## src/rtl/maple_pkg.sv

```systemverilog
// rtl/maple_pkg.sv - shared types and constants for the Maple packet parser
package maple_pkg;

  localparam int HDR_BYTES = 4;

  typedef enum logic [1:0] {
    ST_OK    = 2'd0,
    ST_CRC   = 2'd1,
    ST_SHORT = 2'd2,
    ST_LONG  = 2'd3
  } status_t;

  typedef enum logic [2:0] {
    S_IDLE,
    S_HEADER,
    S_PAYLOAD,
    S_CHECK,
    S_TRAIL
  } state_t;

  // Field order matches the assembled little-endian word: len arrives first.
  typedef struct packed {
    logic [7:0] cmd;
    logic [7:0] dest;
    logic [7:0] src;
    logic [7:0] len;
  } hdr_t;

endpackage

```

## src/rtl/maple_byte_packer.sv

```systemverilog
// rtl/maple_byte_packer.sv - little-endian 4-byte to 32-bit word packer
module maple_byte_packer
  import maple_pkg::*;
(
  input  logic        clk,
  input  logic        reset,
  input  logic        clear,
  input  logic        byte_valid,
  input  logic [7:0]  byte_data,
  output logic [31:0] word,
  output logic        full
);

  localparam int CNT_W   = $clog2(HDR_BYTES);
  localparam int SHIFT_W = 8 * (HDR_BYTES - 1);
  localparam logic [CNT_W-1:0] LAST = CNT_W'(HDR_BYTES - 1);

  logic [CNT_W-1:0]   count;
  logic [SHIFT_W-1:0] shift;

  // Newest byte enters at the top so the first byte ends up in bits [7:0].
  always_ff @(posedge clk) begin
    if (reset || clear) begin
      count <= '0;
      shift <= '0;
    end else if (byte_valid) begin
      count <= count + CNT_W'(1);
      shift <= {byte_data, shift[SHIFT_W-1:8]};
    end
  end

  // The completed word is presented combinationally alongside the last byte.
  assign full = byte_valid && (count == LAST);
  assign word = {byte_data, shift};

endmodule

```

## src/rtl/maple_packet_parser.sv

```systemverilog
// rtl/maple_packet_parser.sv - Maple bus packet parser: header decode, word packing, checksum
module maple_packet_parser
  import maple_pkg::*;
#(
  parameter int MAX_LEN = 255
) (
  input  logic        clk,
  input  logic        reset,
  input  logic        frame,
  input  logic        data_ready,
  input  logic [7:0]  data,
  output logic        hdr_valid,
  output logic [7:0]  hdr_cmd,
  output logic [7:0]  hdr_dest,
  output logic [7:0]  hdr_src,
  output logic [7:0]  hdr_len,
  output logic        word_valid,
  output logic [31:0] word,
  output logic        pkt_done,
  output logic [1:0]  pkt_status
);

  localparam logic [7:0] MAX_LEN_B = 8'(MAX_LEN);

  state_t      state, state_next, post_state;
  status_t     status, status_next, close_status;
  logic [7:0]  xor_acc, xor_next;
  logic [7:0]  word_cnt, word_cnt_next, word_cnt_inc;
  logic        pack_valid, pack_clear, pack_full;
  logic        hdr_done, word_done, close;
  logic [31:0] pack_word;
  hdr_t        hdr_in;

  assign pack_valid   = data_ready && (state == S_HEADER || state == S_PAYLOAD);
  assign pack_clear   = (state == S_IDLE);
  assign hdr_in       = hdr_t'(pack_word);
  assign hdr_done     = pack_full && (state == S_HEADER);
  assign word_done    = pack_full && (state == S_PAYLOAD);
  assign word_cnt_inc = word_cnt + 8'd1;
  assign close        = (state != S_IDLE) && !frame;

  maple_byte_packer u_packer (
    .clk        (clk),
    .reset      (reset),
    .clear      (pack_clear),
    .byte_valid (pack_valid),
    .byte_data  (data),
    .word       (pack_word),
    .full       (pack_full)
  );

  always_ff @(posedge clk) begin
    if (reset) state <= S_IDLE;
    else       state <= state_next;
  end

  // post_state is where this cycle's byte leaves us; closing is judged from there.
  always_comb begin
    post_state = state;
    if (data_ready) begin
      case (state)
        S_HEADER: begin
          if (hdr_done) begin
            if (hdr_in.len > MAX_LEN_B)  post_state = S_TRAIL;
            else if (hdr_in.len == 8'd0) post_state = S_CHECK;
            else                         post_state = S_PAYLOAD;
          end
        end
        S_PAYLOAD: if (word_done && word_cnt_inc == hdr_len) post_state = S_CHECK;
        S_CHECK:   post_state = S_TRAIL;
        default:   ;
      endcase
    end
    if (state == S_IDLE) state_next = frame ? S_HEADER : S_IDLE;
    else                 state_next = frame ? post_state : S_IDLE;
  end

  always_comb begin
    xor_next      = xor_acc;
    word_cnt_next = word_cnt;
    status_next   = status;
    if (state == S_IDLE) begin
      xor_next      = '0;
      word_cnt_next = '0;
      status_next   = ST_OK;
    end else if (data_ready) begin
      case (state)
        S_HEADER: begin
          xor_next = xor_acc ^ data;
          if (hdr_done && hdr_in.len > MAX_LEN_B) status_next = ST_LONG;
        end
        S_PAYLOAD: begin
          xor_next = xor_acc ^ data;
          if (word_done) word_cnt_next = word_cnt_inc;
        end
        S_CHECK:   if (data != xor_acc && status == ST_OK) status_next = ST_CRC;
        S_TRAIL:   status_next = ST_LONG;
        default:   ;
      endcase
    end
    close_status = status_next;
    if (status_next == ST_OK &&
        (post_state == S_HEADER || post_state == S_PAYLOAD || post_state == S_CHECK))
      close_status = ST_SHORT;
  end

  always_ff @(posedge clk) begin
    if (reset) begin
      xor_acc    <= '0;
      word_cnt   <= '0;
      status     <= ST_OK;
      hdr_valid  <= 1'b0;
      hdr_cmd    <= '0;
      hdr_dest   <= '0;
      hdr_src    <= '0;
      hdr_len    <= '0;
      word_valid <= 1'b0;
      word       <= '0;
      pkt_done   <= 1'b0;
      pkt_status <= '0;
    end else begin
      xor_acc    <= xor_next;
      word_cnt   <= word_cnt_next;
      status     <= status_next;
      hdr_valid  <= hdr_done;
      if (hdr_done) begin
        hdr_cmd  <= hdr_in.cmd;
        hdr_dest <= hdr_in.dest;
        hdr_src  <= hdr_in.src;
        hdr_len  <= hdr_in.len;
      end
      word_valid <= word_done;
      if (word_done) word <= pack_word;
      pkt_done   <= close;
      if (close) pkt_status <= close_status;
    end
  end

endmodule

```

## config.mk

```make
export PLATFORM = sky130hd
export DESIGN_NAME = maple_packet_parser
export DESIGN_NICKNAME = d
export VERILOG_FILES = /design/src/rtl/maple_pkg.sv /design/src/rtl/maple_byte_packer.sv /design/src/rtl/maple_packet_parser.sv
export SDC_FILE = /design/constraint.sdc
export NUM_CORES = 1
export LEC_CHECK = 0
export CORE_MARGIN = 4
export CORE_UTILIZATION = 55
export CTS_CLUSTER_DIAMETER = 30
export DETAILED_ROUTE_END_ITERATION = 16
export GPL_TIMING_DRIVEN = 0
export PLACE_DENSITY = 0.83
export SYNTH_ARGS = -nofsm -noshare
export SYNTH_HDL_FRONTEND = slang
export SYNTH_HIERARCHICAL = 1
export SYNTH_SLANG_ARGS = --single-unit
```

## constraint.sdc

```tcl
create_clock -name clk -period 6.33 [get_ports clk]
set_input_delay 1.266 -clock clk [delete_from_list [all_inputs] [get_ports clk]]
set_output_delay 1.266 -clock clk [all_outputs]
set_load 0.02 [all_outputs]
```

==> results of run 1 <==
synthesized netlist by cell type, types with 2 or more instances:
master      n
nand2_1   143
dfxtp_1   116
a21oi_1    69
nor2_1     57
mux2i_1    26
clkbuf_1   24
xor2_1     24
xnor2_1    11
buf_4       8
nand3_1     5
nand3b_1    5
nor3_1      5
buf_2       4
buf_6       4
nor4_1      4
o21ai_0     4
nand2b_1    3
a31oi_1     2
buf_8       2
ha_1        2
nor2b_1     2
or2_2       2
or4_1       2
power by group:
group | internal [mW] | leakage (nW) | switching [mW] | total [mW]
clock | 0.643 | 0.300 | 0.352 | 0.995
combinational | 0.0241 | 0.887 | 0.0339 | 0.0580
sequential | 0.732 | 0.935 | 0.00158 | 0.734
total | 1.40 | 2.12 | 0.387 | 1.79
how the worst max path moves through the flow:
stage               slack, ns  depth (start not counted)           to
floorplan                2.95                         12     word[10]
global placement         1.73                         13      word[3]
CTS                      2.13                         12     word[26]
detailed placement       1.62                         13   hdr_cmd[2]
finish                   2.01                         13   hdr_cmd[2]
global route             1.74                         13  hdr_dest[0]
sequential cells by signal, summed over array words and instances (netlist names):
signal	flops
word_valid	1
u_packer/count	2
hdr_dest	8
hdr_src	8
hdr_valid	1
state	3
word_cnt	8
u_packer/shift	24
hdr_len	8
pkt_done	1
xor_acc	8
pkt_status	2
status	2
hdr_cmd	8
word	32
worst max-delay path: cells and delay by family:
kind | cells | cell delay [ns]
compound gates | 1 | 0.18
buf+inv | 6 | 1.89
simple gates | 6 | 1.41
through the flow:
| stage | area (um2) | cells | util [%] | setup WS [ns] |
|---|---|---|---|---|
| 2_1_floorplan | 4610 | 541 | - | 2.95 |
| 3_3_place_gp | 5540 | 726 | 67.7 | 1.73 |
| 3_5_place_dp | 5540 | 726 | 67.7 | 1.62 |
| 4_1_cts | 6150 | 757 | 75.3 | 2.13 |
| 5_1_grt | 6150 | 757 | 75.3 | 1.74 |
| 6_report | 6150 | 757 | 75.3 | 2.01 |
kinds of logic after synthesis:
logic type,after synthesis
simple gates,236
xor+xnor,35
fa+ha+maj,2
mux,26
buf+inv,42
compound gates,84
flops,116
routing by layer:
layer	up-vias	wire length, um	global-route usage (%)
met5	-	0	0
met4	0	206	9.14
met3	25	652	6.66
met2	143	6550	46.3
met1	1993	5250	32.0
li1	1973	-	-
cell type report:
type,count,area (um2),area share (%)
Timing Repair Buffer,80,801,13.0
Multi-Input combinational cell,383,2040,33.1
Buffer,42,245,3.98
Clock buffer,17,414,6.73
Clock inverter,14,203,3.29
Tap cell,105,131,2.13
Sequential cell,116,2320,37.7
==> flow_metrics.tcl, run 1 <==
set metrics [dict create \
    area_growth_pct 33.6 \
    worstSetupStartpoint "data_ready" \
    peakVddDrop_uv 198 \
    drc_errors 0 \
    clock_tree_from_tritoncts "built" \
    grt_antenna_before_repair 0 \
    global_route.usage.total_pct 26.6 \
    num-nets-final 654 \
    grt_overflow_total 0 \
    syn_avg_cell_area_um2 8.51 \
    critical-path-slowest-cell "clkdlybuf4s50_1" \
    cap_violations 0 \
    die_height_um 99.5 \
    worst_clock_skew_ns 0.00682 \
    most_common_cell_after_layout_fill_and_taps_aside "nand2_1" \
    worst_slew_pin_slew_ns 0.646 \
    yosys.area_share.simple_pct 21.4 \
    maxClockFrequency_mhz 231 \
    drive_above_1_share_pct 8.59 \
    run_status "finished clean" \
    first_global_vias 4199 \
    reg2reg_to "hdr_cmd[2]" \
    cts_root_buffer "clkbuf_8" \
    synth_cell_types 40 \
    asyncSetResetFlopFracSynth_pct 0 \
    antenna-diode-count 0 \
    floorplan.die_area_um2 9900 \
    syn_area_um2 4610 \
    cts-buffers-inserted 17 \
    ant_nets 0 \
    die_width_um 99.5 \
    synth_fa_ha_area_share_pct 0.543 \
    critical_path.max_fanout 10 \
    synth.area.top_cells "dfxtp_1, nand2_1, a21oi_1" \
    post_drt_via_cell_ratio 5.46 \
    synthDominantAreaCellType "dfxtp_1" \
    muxShareOfSynthArea_pct 5.65 \
    critical_path.reg2reg.startpoint "state[0]" \
    cellLeakagePower_nw 2.12 \
    cp-end-kind "register" \
    fin_total_pwr_mw 1.79 \
    worstHoldStart "word[25]" \
    timing.critical_path.cells "clkdlybuf4s50_1 > nand2b_1 > clkbuf_1 > nor2_1 > buf_6 > buf_6 > and2_1 > nor2b_1 > and3b_1 > clkbuf_1 > clkbuf_1 > nand2_1 > a21oi_1" \
    final_min_period_over_clock_period_pct 68.3 \
    crit_path_start_kind "input port" \
    synth_seq_cells 116 \
    hp-class "register to register" \
    maximum_number_of_pins_on_one_net_before_global_route_repair 17 \
    io-pin-count 81 \
    synth_top_family_by_area "simple AND/OR/NAND/NOR gates" \
    min_delay_worst_endpoint "word[25]" \
    fillerInstances 547 \
    postSynthNetCount 555 \
    syn_inst_count 541 \
    synth_flop_cell "dfxtp_1" \
    num_vias 4134 \
    grt_setup_unrepaired "false" \
    cts_resized 0 \
    period_minus_slack_ns 4.32 \
    hold-path-cell-count 2 \
    core.rowCount 33 \
    cts.sink_count 116 \
    place.gp.congestion 0.866 \
    detailed_place_hpwl_mm 8.42 \
    cts.reportedPaths.clkPinSlew_ns 0.06 \
    totalNegativeSetupSlack_ns 0 \
    io_buffer_count 80 \
    floorplan.initialDensity_pct 56.3 \
    synth.yosys.warnings 6 \
    post_synthesis_compound_gate_area_fraction_pct 10.0 \
    worstRegToRegCells 12 \
    finalSetupViolCount 0 \
    drt-initial-drc-count 276 \
    max-clock-path-buffers 2 \
    synth-xor-area-share_pct 6.66 \
    post-synth-top-area-fraction_pct 50.4 \
    cts-hold-fix-buffers 0 \
    pins_over_slew_limit 0 \
    worstPathArrival_ns 4.75 \
    synth-edff-count 0 \
    grt_pass1_wl_mm 20.8 \
    timing.final.hold_violations 0 \
    synth.yosys.seq_area_share_pct 50.4 \
    routed_wl_mm 12.7 \
    setup.worst_path.class "input port to register" \
    worstPathRequired_ns 6.76 \
    avgRoutedWirePerCell_um 16.7 \
    fin_worst_hold_slack_ns 0.456 \
    h-tree-depth 4 \
    most_frequent_cells_in_the_layout "nand2_1, dfxtp_1, clkdlybuf4s50_1" \
    timing.slew.headroom_pct 56.8 \
    post_cts.repair.setup_buffers 0 \
    drtPass1Iterations 5 \
    core_area_um2 8180 \
    clock_insertion_delay_worst_skew_ns 0.51 \
    reg2reg_slack_ns 3.04 \
    timing.critical_path.mode_cell "clkbuf_1" \
    delay_of_the_slowest_cell_on_the_worst_path_ns 0.62 \
    p_per_area_nw_per_um2 290 \
]
Note: power is estimated with default switching activity, not from simulation.
==> run 2, diff against run 1 <==
--- a/config.mk
+++ b/config.mk
@@ -6,11 +6,11 @@
 export NUM_CORES = 1
 export LEC_CHECK = 0
 export CORE_MARGIN = 4
-export CORE_UTILIZATION = 55
+export CORE_UTILIZATION = 47
 export CTS_CLUSTER_DIAMETER = 30
 export DETAILED_ROUTE_END_ITERATION = 16
 export GPL_TIMING_DRIVEN = 0
-export PLACE_DENSITY = 0.83
+export PLACE_DENSITY = 0.75
 export SYNTH_ARGS = -nofsm -noshare
 export SYNTH_HDL_FRONTEND = slang
 export SYNTH_HIERARCHICAL = 1
==> constraint.sdc (replaced) <==
create_clock -name clk -period 3.5 [get_ports clk]
set_input_delay 0.7 -clock clk [delete_from_list [all_inputs] [get_ports clk]]
set_output_delay 0.7 -clock clk [all_outputs]
set_load 0.02 [all_outputs]
==> run 2 against run 1 <==
  * Non-clock buffer count up 2
  * Clock power grew 72%
  * Sequential share of layout area is 0.19 points lower
  * Largest cell class unchanged
  * Power up 76%
  * Cell count is 3.6% higher
  * Count of clock-buffer cells in the layout rose by 3
  * Register-to-register slack worse by 2.4 ns
  * Critical endpoint is now word[5]
  * Critical path depth stayed put
  * First-iteration DRC count shrank 22%
  * Critical path type unchanged
  * Final area is 0.51% higher
  * Setup slack lost 1.7 ns
  * Highest routed layer unchanged
==> flow_metrics.tcl, run 2 (synthesis results as in run 1) <==
set metrics [dict create \
    run_status "finished clean" \
    drt-initial-drc-count 215 \
    timing.slew.headroom_pct 65.2 \
    area_growth_pct 34.3 \
    avgRoutedWirePerCell_um 15.3 \
    cp-end-kind "register" \
    cts_root_buffer "clkbuf_8" \
    cts-buffers-inserted 17 \
    most_common_cell_after_layout_fill_and_taps_aside "nand2_1" \
    hp-class "register to register" \
    core_area_um2 9370 \
    fin_worst_hold_slack_ns 0.453 \
    io-pin-count 81 \
    critical_path.top_delay_family "buffers and inverters" \
    multiInputGateArea_um2 2050 \
    maxClockFrequency_mhz 311 \
    fillerInstances 802 \
    timing.critical_path.mode_cell "clkbuf_1" \
    crit_path_start_kind "input port" \
    h-tree-depth 4 \
    post_drt_via_cell_ratio 5.06 \
    postLayoutCellArea_um2 6190 \
    max_flop_register "word" \
    maximum_number_of_pins_on_one_net_before_global_route_repair 17 \
    die_width_um 107 \
    ant_nets 0 \
    drc_errors 0 \
    reg_top3 "word x32, u_packer/shift x24" \
    detailed_place_hpwl_mm 8.28 \
    cts.sink_count 116 \
    core.rowCount 35 \
    critical-path-slowest-cell "clkdlybuf4s50_1" \
    grt_setup_unrepaired "false" \
    first_global_vias 3857 \
    routed_wl_mm 12.0 \
    period_minus_slack_ns 3.21 \
    finalSetupViolCount 0 \
    worstRegToRegCells 12 \
    floorplan.die_area_um2 11400 \
    num-nets-final 656 \
    worstPathArrival_ns 3.59 \
    most_frequent_cells_in_the_layout "nand2_1, dfxtp_1, clkdlybuf4s50_1" \
    drtPass1Iterations 5 \
    final_min_period_over_clock_period_pct 91.8 \
    worstHoldStart "hdr_cmd[7]" \
    setup.worst_path.class "input port to register" \
    worst_slew_pin_slew_ns 0.521 \
    critical_path.max_fanout 10 \
    pins_over_slew_limit 0 \
    worst_clock_skew_ns 0.0128 \
    cts.reportedPaths.clkPinSlew_ns 0.06 \
    worstPathRequired_ns 3.88 \
    postPlaceCellArea_um2 5570 \
    largest_register_ff_count 32 \
    p_per_area_nw_per_um2 508 \
    max-clock-path-buffers 2 \
    timing.critical_path.cells "clkdlybuf4s50_1 > nand2b_1 > clkbuf_1 > nor2_4 > buf_6 > buf_6 > and2_1 > nand3b_1 > or2_2 > clkbuf_1 > clkbuf_1 > nand2_1 > a21oi_1" \
    reg2reg_slack_ns 0.68 \
    grt_overflow_total 0 \
    min_delay_worst_endpoint "hdr_cmd[7]" \
    area.sequential_um2 2320 \
    place.gp.congestion 0.801 \
    grt_pass1_wl_mm 19.5 \
    die_height_um 107 \
    clock_tree_from_tritoncts "built" \
    totalNegativeSetupSlack_ns 0 \
    timing.final.hold_violations 0 \
    floorplan.initialDensity_pct 49.1 \
    cap_violations 0 \
    hold-path-cell-count 2 \
    reg2reg_to "word[11]" \
    grt_antenna_before_repair 0 \
    peakVddDrop_uv 296 \
    num_vias 3967 \
    antenna-diode-count 0 \
    delay_of_the_slowest_cell_on_the_worst_path_ns 0.62 \
    crit_buf_inv 6 \
    critical_path.reg2reg.startpoint "state[0]" \
    cellLeakagePower_nw 2.11 \
    global_route.usage.total_pct 21.7 \
    drive_above_1_share_pct 9.47 \
    clock_insertion_delay_worst_skew_ns 0.52 \
    io_buffer_count 80 \
]
run 2: cell types whose count changed in the layout (fill, tap and decap cells not counted), moves of 2 or more:
cell        delta
inv_6          -3
clkbuf_2       +3
nor2_1         -2
clkinv_4       -4
buf_4          +2
clkinvlp_4     +5
run 2: timing repair:
| action | in CTS | in global routing |
|---|---|---|
| gates resized for setup | 1 | 8 |
| endpoints found under the setup margin | 43 | 61 |
| pin swaps | 0 | 1 |
| setup buffers | 0 | 2 |
| hold buffers | 0 | 0 |
run 2: routing by layer:
metal	vias to the layer above	global-route usage (%)	share of wire (%)
li1	1971	-	-
met1	1849	28.2	45
met2	126	35.9	50
met3	21	5.00	4.5
met4	0	6.85	1.3
met5	-	0	0
run 2: where the power goes:
part	internal (mW)	switching (mW)	leakage, nW
Sequential	1.32	0.00270	0.935
Combinational	0.0450	0.0607	0.906
Clock	1.10	0.609	0.270
Total	2.47	0.672	2.11
run 2: area by class of cell:
cell class	instances	area share [%]
buffer	42	4.03
timing repair buffer	82	13.2
clock inverter	12	2.49
tap	129	2.61
multi-input combinational	383	33.1
sequential	116	37.5
clock buffer	20	7.04
run 2: worst reg2reg max path, stage by stage, from the launching register on:
cell and delay, ns:
dfxtp_1 0.32, buf_2 0.18, xnor2_1 0.29, nor2_4 0.09, buf_6 0.16, buf_6 0.16, and2_1 0.17, nand3b_1 0.23
or2_2 0.16, clkbuf_1 0.32, clkbuf_1 0.43, nand2_1 0.10, a21oi_1 0.16
run 2: worst max-delay path by stage:
stage / cells past startpoint / from / to
after floorplan: 12 / data_ready / word[10]
after global placement: 12 / data_ready / word[21]
after detailed placement: 12 / data_ready / word[27]
after CTS: 12 / data_ready / word[23]
after global routing: 13 / data_ready / word[3]
final: 13 / data_ready / word[5]
run 2: metrics by stage:
step,utilization [%],total power [mW],worst slack (ns),std cells
2_1_floorplan,-,1.42,0.688,541
3_3_place_gp,59.4,1.46,-0.542,750
3_5_place_dp,59.4,1.46,-0.618,750
4_1_cts,65.7,3.16,0.0641,782
5_1_grt,66.0,3.23,0.0696,784
6_report,66.0,3.14,0.287,784
==> run 3, diff against run 2 <==
--- a/config.mk
+++ b/config.mk
@@ -5,12 +5,13 @@
 export SDC_FILE = /design/constraint.sdc
 export NUM_CORES = 1
 export LEC_CHECK = 0
+export ABC_AREA = 1
 export CORE_MARGIN = 4
-export CORE_UTILIZATION = 47
+export CORE_UTILIZATION = 53
 export CTS_CLUSTER_DIAMETER = 30
 export DETAILED_ROUTE_END_ITERATION = 16
 export GPL_TIMING_DRIVEN = 0
-export PLACE_DENSITY = 0.75
+export PLACE_DENSITY = 0.8
 export SYNTH_ARGS = -nofsm -noshare
 export SYNTH_HDL_FRONTEND = slang
 export SYNTH_HIERARCHICAL = 1
==> constraint.sdc (replaced) <==
create_clock -name clk -period 3.67 [get_ports clk]
set_input_delay 0.734 -clock clk [delete_from_list [all_inputs] [get_ports clk]]
set_output_delay 0.734 -clock clk [all_outputs]
set_load 0.02 [all_outputs]
==> run 3 against run 2 <==
  * Global-route usage grew 3.0 points
  * Clock skew shrank 0.0066 ns
  * Non-clock buffer count shrank 6
  * Critical path depth grew 3
  * Flip-flop and latch count is the same
  * Combinational power grew 19%
  * Core utilization grew 6.9 points
  * Largest cell class unchanged
==> flow_metrics.tcl, run 3 <==
set metrics [dict create \
    top_usage_layer "met2" \
    finalCoreUtilization_pct 72.9 \
    synth_seq_cells 116 \
    worstHoldStart "word[8]" \
    antenna-diode-count 0 \
    cts.sink_count 116 \
    period_minus_slack_ns 3.43 \
    largest_register_ff_count 32 \
    synth_cell_types 32 \
    timing.slew.headroom_pct 56.9 \
    post_cts.repair.setup_buffers 0 \
    groute.layer.met2.usage_pct 42.6 \
    synth-edff-count 0 \
    fin_worst_hold_slack_ns 0.477 \
    pins_over_slew_limit 0 \
    setup.worst_path.class "input port to register" \
    post_drt_via_cell_ratio 5.17 \
    cap_violations 0 \
    synth.area.top_cells "dfxtp_1, nor2_1, o21ai_0" \
    detailed_place_hpwl_mm 8.69 \
    postLayoutCellArea_um2 6330 \
    num_vias 4507 \
    p_per_area_nw_per_um2 516 \
    finalSetupViolCount 0 \
    floorplan.die_area_um2 10500 \
    worst_clock_skew_ns 0.00623 \
    grt_overflow_total 0 \
    die_width_um 102 \
    peakVddDrop_uv 355 \
    reg_top3 "word x32, u_packer/shift x24" \
    syn_area_um2 4720 \
    clock_insertion_delay_worst_skew_ns 0.52 \
    postPlaceCellArea_um2 5660 \
    synthDominantAreaCellType "dfxtp_1" \
    cts-buffers-inserted 17 \
    cts-hold-fix-buffers 0 \
    grt_antenna_before_repair 0 \
    first_global_vias 4368 \
    maxClockFrequency_mhz 291 \
    drc_errors 0 \
    die_height_um 102 \
    avgRoutedWirePerCell_um 14.5 \
    floorplan.initialDensity_pct 54.4 \
    asyncSetResetFlopFracSynth_pct 0 \
    fin_total_pwr_mw 3.26 \
    worst_slew_pin_slew_ns 0.646 \
    final_min_period_over_clock_period_pct 93.6 \
    global_route.usage.total_pct 24.8 \
    cts_resized 0 \
    num-nets-final 765 \
    area_growth_pct 34.0 \
    drive_above_1_share_pct 8.25 \
    grt_pass1_wl_mm 20.3 \
    critical_path.max_fanout 10 \
    core_area_um2 8680 \
    synth.yosys.seq_area_share_pct 49.2 \
    max-clock-path-buffers 2 \
    timing.final.hold_violations 0 \
    most_common_cell_after_layout_fill_and_taps_aside "nor2_1" \
    hp-class "register to register" \
    place.gp.congestion 0.898 \
    syn_inst_count 652 \
    run_status "finished clean" \
    most_common_library_cells_after_synthesis "nor2_1, dfxtp_1, nand2_1" \
    fillerInstances 681 \
    crit_path_start_kind "input port" \
    drt-initial-drc-count 346 \
    cellLeakagePower_nw 2.42 \
    cp-end-kind "register" \
    synth.most_common_cell "nor2_1" \
    io-pin-count 81 \
    routed_wl_mm 12.7 \
    synth.yosys.warnings 6 \
    max_flop_register "word" \
    synth_flop_cell "dfxtp_1" \
    post-synth-top-area-fraction_pct 49.2 \
    totalNegativeSetupSlack_ns 0 \
    maximum_number_of_pins_on_one_net_before_global_route_repair 17 \
    cts.reportedPaths.clkPinSlew_ns 0.06 \
    io_buffer_count 80 \
    h-tree-depth 4 \
    worstPathArrival_ns 3.81 \
    worstPathRequired_ns 4.05 \
    drtPass1Iterations 6 \
    grt_setup_unrepaired "false" \
    syn_avg_cell_area_um2 7.25 \
    ant_nets 0 \
    clock_tree_from_tritoncts "built" \
    core.rowCount 34 \
    worstSetupStartpoint "data_ready" \
    most_frequent_cells_in_the_layout "nor2_1, dfxtp_1, nand2_1" \
    cts_root_buffer "clkbuf_8" \
    globalRouteMet3Util_pct 6.28 \
    grt_util_met1_pct 29.9 \
    critical_path.reg2reg.startpoint "state[2]" \
    postSynthNetCount 666 \
]
[run 3: cell count changes after synthesis, moves of 5 or more]
cell      change
nand3b_1      -5
nor2_1      +125
inv_1        +61
o21ai_0      +75
nand2_1      -43
clkbuf_1      -7
nand3_1       +7
mux2i_1      -26
xnor2_1       -8
a21oi_1      -42
xor2_1       -16
[run 3: worst max-delay path: stages]
cell and delay, ns:
clkdlybuf4s50_1 0.51, inv_1 0.10, nor2_1 0.11, inv_1 0.08, nor2_1 0.18, nand2_1 0.17, inv_1 0.14, buf_4 0.18
buf_4 0.17, buf_4 0.18, nand2_1 0.07, inv_1 0.11, nand3_2 0.20, clkinv_1 0.23, clkbuf_1 0.48, a21oi_1 0.16
[run 3: path summary, 6_finish.rpt]
path	to	slack, ns	cells past startpoint
max reg2reg	word[1]	0.68	14
max	word[1]	0.24	16
min	word[8]	0.48	2
min reg2reg	word[8]	0.48	2
[run 3: per-stage QoR]
stage	setup WS [ns]	cells
after global placement	-0.0454	840
after global routing	0.00946	872
after floorplan	0.998	652
after CTS	0.289	872
final	0.236	872
after detailed placement	-0.168	840
[run 3: where the power goes]
part           switching, mW  internal (mW)  leakage (nW)
Sequential           0.00489           1.27         0.935
Clock                  0.594           1.27         0.324
Combinational         0.0761         0.0495          1.16
Total                  0.675           2.59          2.42
[run 3: area by class of cell]
cell class                      instances  area [um2]  area share (%)
Inverter                               63         236            3.74
Clock inverter                         13         228            3.60
Multi-Input combinational cell        435        1950            30.8
Clock buffer                           19         442            6.98
Timing Repair Buffer                   80         801            12.7
Buffer                                 38         218            3.44
Sequential cell                       116        2320            36.7
Tap cell                              108         135            2.13
[run 3: logic make-up (layout without fill, tap and decap cells)]
kind of cell             Yosys count  after routing  synth area share (%)
XOR/XNOR                          12             12                  2.54
flip-flops                       116            116                  49.2
adder cells (fa/ha/maj)            2              2                 0.530
buffers and inverters            101            213                  9.61
AO/OA/AOI/OAI                    113            113                  12.4
AND/OR/NAND/NOR                  308            308                  25.8
[run 3: layer usage]
metal  vias to the layer above  share of wire [%]  routed length [um]
met5                         -                  0                   0
met4                         0                1.9                 236
met3                        24                7.0                 883
met2                       163                 50                6270
met1                      2089                 42                5270
li1                       2231                  -                   -
